$ cat config.mk
export PLATFORM = sky130hd
export DESIGN_NAME = alu_issue_stage
export DESIGN_NICKNAME = d
export VERILOG_FILES = /design/src/rtl/alu_issue_stage.sv
export SDC_FILE = /design/constraint.sdc
export NUM_CORES = 1
export LEC_CHECK = 0
export CORE_MARGIN = 3
export CORE_UTILIZATION = 45
export CTS_CLUSTER_DIAMETER = 150
export DETAILED_ROUTE_END_ITERATION = 16
export GPL_TIMING_DRIVEN = 1
export MAX_ROUTING_LAYER = met4
export PLACE_DENSITY = 0.75
export RECOVER_POWER = 50
export SLEW_MARGIN = 40
export SYNTH_ARGS = -nofsm -noshare
export SYNTH_HDL_FRONTEND = slang
export SYNTH_SLANG_ARGS = --single-unit
$ cat constraint.sdc
create_clock -name clk_i -period 3.2 [get_ports clk_i]
set_clock_uncertainty 0.05 [all_clocks]
set_input_delay 0.64 -clock clk_i [delete_from_list [all_inputs] [get_ports clk_i]]
set_output_delay 0.64 -clock clk_i [all_outputs]
set_load 0.05 [all_outputs]
$ cat src/rtl/alu_issue_stage.sv
// alu_issue_stage: decodes R/I-type ALU instructions into a two-entry skid-buffered issue register
module alu_issue_stage (
  input  logic        clk_i,
  input  logic        rst_ni,
  input  logic        in_valid_i,
  output logic        in_ready_o,
  input  logic [6:0]  opcode_i,
  input  logic [2:0]  funct3_i,
  input  logic [6:0]  funct7_i,
  input  logic [31:0] rs1_data_i,
  input  logic [31:0] rs2_data_i,
  input  logic [31:0] imm_i,
  input  logic [4:0]  rd_i,
  input  logic        flush_i,
  output logic        out_valid_o,
  input  logic        out_ready_i,
  output logic [31:0] a_o,
  output logic [31:0] b_o,
  output logic [3:0]  ope_o,
  output logic        invert_o,
  output logic [4:0]  rd_o,
  output logic        illegal_o
);
  localparam int W = 75;
  logic [W-1:0] dec, main_q, main_d, skid_q, skid_d;
  logic main_v_q, main_v_d, skid_v_q, skid_v_d;
  logic is_r, is_i, shift, alt, f7_ok, bad, inv, acc;
  logic [3:0] ope;
  logic [31:0] b;
  always_comb begin
    is_r  = opcode_i == 7'b0110011;
    is_i  = opcode_i == 7'b0010011;
    shift = is_i && funct3_i[1:0] == 2'b01;
    alt   = funct7_i == 7'b0100000;
    f7_ok = funct7_i == 7'b0000000 || alt;
    // funct7 is only an opcode extension for R-type and I-type shifts; elsewhere it is immediate bits
    bad   = !(is_r || is_i) || ((is_r || shift) &&
            (!f7_ok || (alt && funct3_i != 3'b101 && !(is_r && funct3_i == 3'b000))));
    case (funct3_i)
      3'b000:  ope = (is_r && funct7_i[5]) ? 4'b0101 : 4'b0000;
      3'b001:  ope = 4'b1001;
      3'b010:  ope = 4'b0110;
      3'b011:  ope = 4'b0100;
      3'b100:  ope = 4'b0010;
      3'b101:  ope = funct7_i[5] ? 4'b1000 : 4'b1010;
      3'b110:  ope = 4'b0011;
      default: ope = 4'b0001;
    endcase
    inv = ope == 4'b0101 || ope == 4'b0110 || ope == 4'b0100;
    b   = is_r ? rs2_data_i : shift ? {27'b0, imm_i[4:0]} : imm_i;
    dec = bad ? {1'b1, 74'b0} : {1'b0, rd_i, inv, ope, b, rs1_data_i};
  end
  always_comb begin
    main_d   = main_q;
    skid_d   = skid_q;
    main_v_d = main_v_q;
    skid_v_d = skid_v_q;
    acc      = in_valid_i && !skid_v_q;
    if (flush_i) begin
      main_v_d = 1'b0;
      skid_v_d = 1'b0;
    end else if (!main_v_q || out_ready_i) begin
      main_v_d = skid_v_q || acc;
      if (skid_v_q) begin
        main_d   = skid_q;
        skid_v_d = 1'b0;
      end else if (acc) begin
        main_d = dec;
      end
    end else if (acc) begin
      skid_v_d = 1'b1;
      skid_d   = dec;
    end
  end
  always_ff @(posedge clk_i or negedge rst_ni) begin
    if (!rst_ni) begin
      main_q   <= '0;
      skid_q   <= '0;
      main_v_q <= 1'b0;
      skid_v_q <= 1'b0;
    end else begin
      main_q   <= main_d;
      skid_q   <= skid_d;
      main_v_q <= main_v_d;
      skid_v_q <= skid_v_d;
    end
  end
  assign {illegal_o, rd_o, invert_o, ope_o, b_o, a_o} = main_q;
  assign out_valid_o = main_v_q;
  assign in_ready_o  = !skid_v_q;
endmodule

Word level (Yosys, flattened, before mapping)
Index checks and enable logic that the tools add are counted.
W data, S select, Z words.
- equality and inequality tests: 14
- reduce and logical (&&, ||, !) cells: 28
- bitwise logic cells: 2
- muxes and demuxes: 13
- operator list (kind ; count):
    $mux W75 ; 3
    $mux W32 ; 2
    $pmux W4 S7 ; 1
    $eq A7 B6 Y1 const B ; 2
    $eq A4 B3 Y1 const B ; 3
    $eq A3 B3 Y1 const B ; 3
    $logic_or A1 B1 Y1 ; 9
    $eq A7 B5 Y1 const B ; 1
    $logic_and A1 B1 Y1 ; 7
    $logic_not A7 Y1 ; 1
    $eq A3 B2 Y1 const B ; 2
    $reduce_and A3 Y1 ; 2
    $logic_not A1 Y1 ; 5
    $mux W1 ; 5
    $reduce_bool A2 Y1 ; 2
    $eq A3 B1 Y1 const B ; 1
    $logic_not A3 Y1 ; 1
    $mux W3 ; 1
    $ne A3 B3 Y1 const B ; 1
    $reduce_bool A3 Y1 ; 1
    $eq A2 B1 Y1 const B ; 1
    $mux W2 ; 1
    $not A1 Y1 ; 2
- logic and storage cells: 61
- register bits after elaboration: 152
- bits of input ports: 123

Depth between registers and ports, before layout
- word-level depth: 10
- gate-level depth with buffers: 8

Worst setup path after synthesis
OpenSTA, ideal clock, no wires.
- path type: input -> register
- from: input port funct3_i[1]
- to: register main_q[65]
- path slack: 0.915 ns
- stages: 6
- arrival: 2.131 ns
- path through: or4b_1 a311oi_2 o21ai_2 buf_6 buf_6 o41ai_2
- word-level cells in the longest chain between the ends: 10
- elaborated cells between the ends (all ways): 22
- those cells by class: eq/ne (8); mux (4); reduce/logical (10)
- RTL lines (item ; RTL line ; RTL):
    from (decl) ; 8 ; input logic [2:0] funct3_i,
    $logic_not A3 Y1 ; 38, 39 ;
    $logic_and A1 B1 Y1 ; 38 ; (!f7_ok || (alt && funct3_i != 3'b101 && !(is_r && funct3_i == 3'b000))));
    $logic_not A1 Y1 ; 38 ;
    $logic_and A1 B1 Y1 ; 38 ;
    $logic_or A1 B1 Y1 ; 38 ;
    $logic_and A1 B1 Y1 ; 37 ; bad = !(is_r || is_i) || ((is_r || shift) &&
    $logic_or A1 B1 Y1 ; 37 ;
    $mux W75 (*) ; 51 ; dec = bad ? {1'b1, 74'b0} : {1'b0, rd_i, inv, ope, b, rs1_data_i};
    $mux W75 (*) ; 67 ; end else if (acc) begin
    $mux W75 (*) ; 64 ; if (skid_v_q) begin
    to (signal assigned) ; 82 ; main_q <= main_d;
    to (decl) ; 25 ; logic [W-1:0] dec, main_q, main_d, skid_q, skid_d;
Every way passes the cells marked *; elsewhere a longest branch is shown, timed or not. The select of a mux whose other input is x is not followed.
A chain may end at the register's enable or synchronous reset.

Worst setup path after layout
- from: input port funct3_i[1]
- to: register main_q[37]
- word-level cells in the longest chain between the ends: 10
- elaborated cells between the ends (all ways): 17
- those cells by class: eq/ne (2); mux (5); reduce/logical (10)
- RTL lines (item ; RTL line):
    $logic_not A3 Y1 ; 38
    $logic_and A1 B1 Y1 ; 38
    $logic_not A1 Y1 ; 38
    $logic_and A1 B1 Y1 ; 38
    $logic_or A1 B1 Y1 ; 38
    $logic_and A1 B1 Y1 ; 37
    $logic_or A1 B1 Y1 ; 37
    $mux W75 (*) ; 51
    $mux W75 (*) ; 67
    $mux W75 (*) ; 64
Marked as above.

==> reports/summary.txt <==
die outline height: 134 um
grt ovf: 0
TritonCTS clock tree: done
drt drc: 0
core box area: 0.0160 mm2
IO buf count: 199
row count: 46
warning count from the yosys run: 0
antenna viol nets, final: 0
pin count of the biggest net entering global routing: 90
average wire length per cell after detail routing: 16.9 um
max-cap violations: 1
Clk pin slew, worst setup/hold paths: 0.05 ns
number of global-route vias before repair: 6114
global router's overall resource usage: 0.224
Synth cell types: 38
CP Buf/Inv Count: 2
antenna violations before repair: 0
effective utilization at floorplan: 0.462
die area: 0.0180 mm2
PwrDens: 422 mW/mm2
global-route wire length before repair: 31500 um
primary flip-flop cell chosen by synthesis mapping: sky130_fd_sc_hd__dfrtp_1
Register-to-Register Setup Slack: 0.77 ns
cell area after synthesis: 0.00740 mm2
slowest stage cell, crit path: sky130_fd_sc_hd__a311oi_1
Post-synth EDFFs: 0
number of hold buffers added after CTS: 0
post-route design area: 0.0101 mm2
final layout net count: 1029
failing checks: capacitance limit, slew limit
least setup slack across all paths after layout: 0.505 ns
dpl cell area: 0.00958 mm2
Synth Instances: 738
final hold vios: 0
Fmax: 0.371 GHz
HPWL after detailed placement: 12400 um
fraction of the yosys area taken by sequential cells: 0.514
reg2reg start: skid_v_q
RSZ-0062 raised after global routing: false
cell family with the largest share of critical-path delay: compound AO/OA/AOI/OAI gates
clock buffer count from CTS: 17
result of the run: complete, but fails checks
worst setup path class: primary input to flip-flop
Sink Count: 152
area share of the largest cell type after synthesis: 0.514
number of vias after detailed routing: 6136
share of async-settable or async-resettable flops after synthesis: 1.00
sum of negative setup slack: 0 ns
CTS max path bufs: 2
hold-critical path depth: 2
Post-CTS Setup Bufs: 0
transition time at the pin with the least slew margin: 2.22 ns
most numerous cell in the Yosys netlist: sky130_fd_sc_hd__nand2_1
weighted congestion reported at the end of routability-driven placement: 0.745
highest net fanout along the worst path: 73
destination of the worst register-to-register timing path: main_q[65]
FF-to-FF path depth: 5
Worst setup EP type: flip-flop
most used standard cells in the synthesized netlist: 154 x sky130_fd_sc_hd__nand2_1, 152 x sky130_fd_sc_hd__dfrtp_1, 73 x sky130_fd_sc_hd__mux2i_1, 71 x sky130_fd_sc_hd__o31ai_1, 45 x sky130_fd_sc_hd__clkbuf_1
Min-Delay Path Class: flip-flop to flip-flop
DRC marker count from the first detailed-route iteration: 505
worst path cell trace: clkdlybuf4s50_1 > or4b_1 > a311oi_1 > o21ai_4 > buf_12 > o31ai_1
max-slew violation count: 89
worst hold path endpoint: skid_q[42]
post-synthesis average cell area: 10.0 um2
Req. time, crit path: 3.45 ns
Max transition margin: -0.477
post-layout minimum cycle time: 2.69 ns
number of antenna diodes: 0
maximum resistive drop on vdd: 404 uV
count of pins on the block boundary: 200
detailed-route wire length: 19100 um
H-tree depth reported by CTS: 4
post-synth net total: 861
clock network latency to the later pin of the worst-skew pair: 0.41 ns
kind of start point of the critical path: primary input
final setup violating endpoints: 0
layout overhead on the synthesized area: 36.8%
vias per cell: 5.42
fraction of the cycle the final worst path needs: 0.842
Crit path arrival time: 2.95 ns
Crit path largest cell delay: 0.58 ns
number of detailed-route iterations in the first pass: 5
share of cells above drive strength 1: 0.0590
startpoint of the tightest hold check path: skid_q[42]
Root Driver: sky130_fd_sc_hd__clkbuf_16
PostCTS Resize Cnt: 0
cell taking the most area after synthesis: sky130_fd_sc_hd__dfrtp_1
P_leak: 4.56 nW
worst slack at placement: 0.255 ns
number of synthesized register bits: 152
post-layout utilization of the core: 0.632
Die X-Extent: 134 um
ranking of synthesized cells by area: sky130_fd_sc_hd__dfrtp_1 51%, sky130_fd_sc_hd__mux2i_1 9.9%, sky130_fd_sc_hd__nand2_1 7.8%, sky130_fd_sc_hd__o31ai_1 7.2%, sky130_fd_sc_hd__a41o_1 5.0%
layer usage:
metal  wire, um  track usage
met1       8290        0.289
met2       9250        0.354
met4        221       0.0605
met5          0            -
met3       1340       0.0559
worst min-delay path, delay by kind of cell, from the launching register on:
kind,cells,cell delay [ns]
compound gates,1,0.05
flops,1,0.33
simple gates,1,0.05
sequential cells by signal, indices dropped and copies added, names as in the netlist:
name,flops
skid_q,75
out_valid_o,1
main_q,75
skid_v_q,1
metrics by stage:
step           hold WS [ns]  total power [mW]  cells
3_5_place_dp          0.408              2.41   1103
4_1_cts               0.273              4.31   1132
3_3_place_gp          0.401              2.41   1103
6_report              0.417              4.27   1132
5_1_grt               0.442              4.42   1132
2_1_floorplan         0.294              2.15    738
worst max path at each step:
stage	cells past startpoint	slack (ns)	startpoint	to
floorplan	6	0.92	funct3_i[1]	main_q[65]
global placement	6	0.31	funct3_i[1]	main_q[65]
detailed placement	6	0.26	funct3_i[1]	main_q[65]
CTS	6	0.70	funct3_i[1]	main_q[37]
global route	2	0.30	rst_ni	skid_q[64]
finish	6	0.51	funct3_i[1]	main_q[37]
placed cells by master (no fill, tap or decap), types with 2 or more instances in the layout:
cell type                         netlist  layout
sky130_fd_sc_hd__a21oi_1                7       7
sky130_fd_sc_hd__a22oi_1               27      27
sky130_fd_sc_hd__a31oi_1                2       2
sky130_fd_sc_hd__a41o_1                37      37
sky130_fd_sc_hd__and2_1                33      33
sky130_fd_sc_hd__and3_1                 2       2
sky130_fd_sc_hd__buf_12                 0       7
sky130_fd_sc_hd__buf_4                  2      11
sky130_fd_sc_hd__bufinv_16              0       2
sky130_fd_sc_hd__clkbuf_1              45       2
sky130_fd_sc_hd__clkbuf_16              0      17
sky130_fd_sc_hd__clkbuf_2               0       2
sky130_fd_sc_hd__clkdlybuf4s50_1        0     162
sky130_fd_sc_hd__clkinv_2               0       4
sky130_fd_sc_hd__clkinvlp_4             0       2
sky130_fd_sc_hd__dfrtp_1              152     152
sky130_fd_sc_hd__dlygate4sd3_1          0      35
sky130_fd_sc_hd__inv_1                 37      37
sky130_fd_sc_hd__mux2i_1               73      73
sky130_fd_sc_hd__nand2_1              154     154
sky130_fd_sc_hd__nor2_1                 5       5
sky130_fd_sc_hd__nor2b_1                2       2
sky130_fd_sc_hd__nor4b_1                6       6
sky130_fd_sc_hd__o211ai_1               2       2
sky130_fd_sc_hd__o21ai_0               41      41
sky130_fd_sc_hd__o31ai_1               71      71
power by group:
part / switching [mW] / internal (mW)
Combinational: 0.218 / 0.203
Sequential: 0.0104 / 1.94
Clock: 0.745 / 1.15
logic make-up (layout without fill, tap and decap cells):
group | count (synthesis) | count (layout) | share of synthesized area
AOI/OAI and AO/OA | 192 | 192 | 0.193
buffers and inverters | 106 | 284 | 0.0631
muxes | 73 | 73 | 0.0988
DFF | 152 | 152 | 0.514
and+or+nand+nor | 215 | 215 | 0.131
cell type report:
class / instances / area, um2
Fill cell: 1393 / 5880
Sequential cell: 152 / 3800
Multi-Input combinational cell: 480 / 3150
Timing Repair Buffer: 217 / 2200
Clock buffer: 20 / 447
Tap cell: 216 / 270
Inverter: 38 / 143
Clock inverter: 9 / 104
Note: power is estimated with default switching activity, not from simulation.
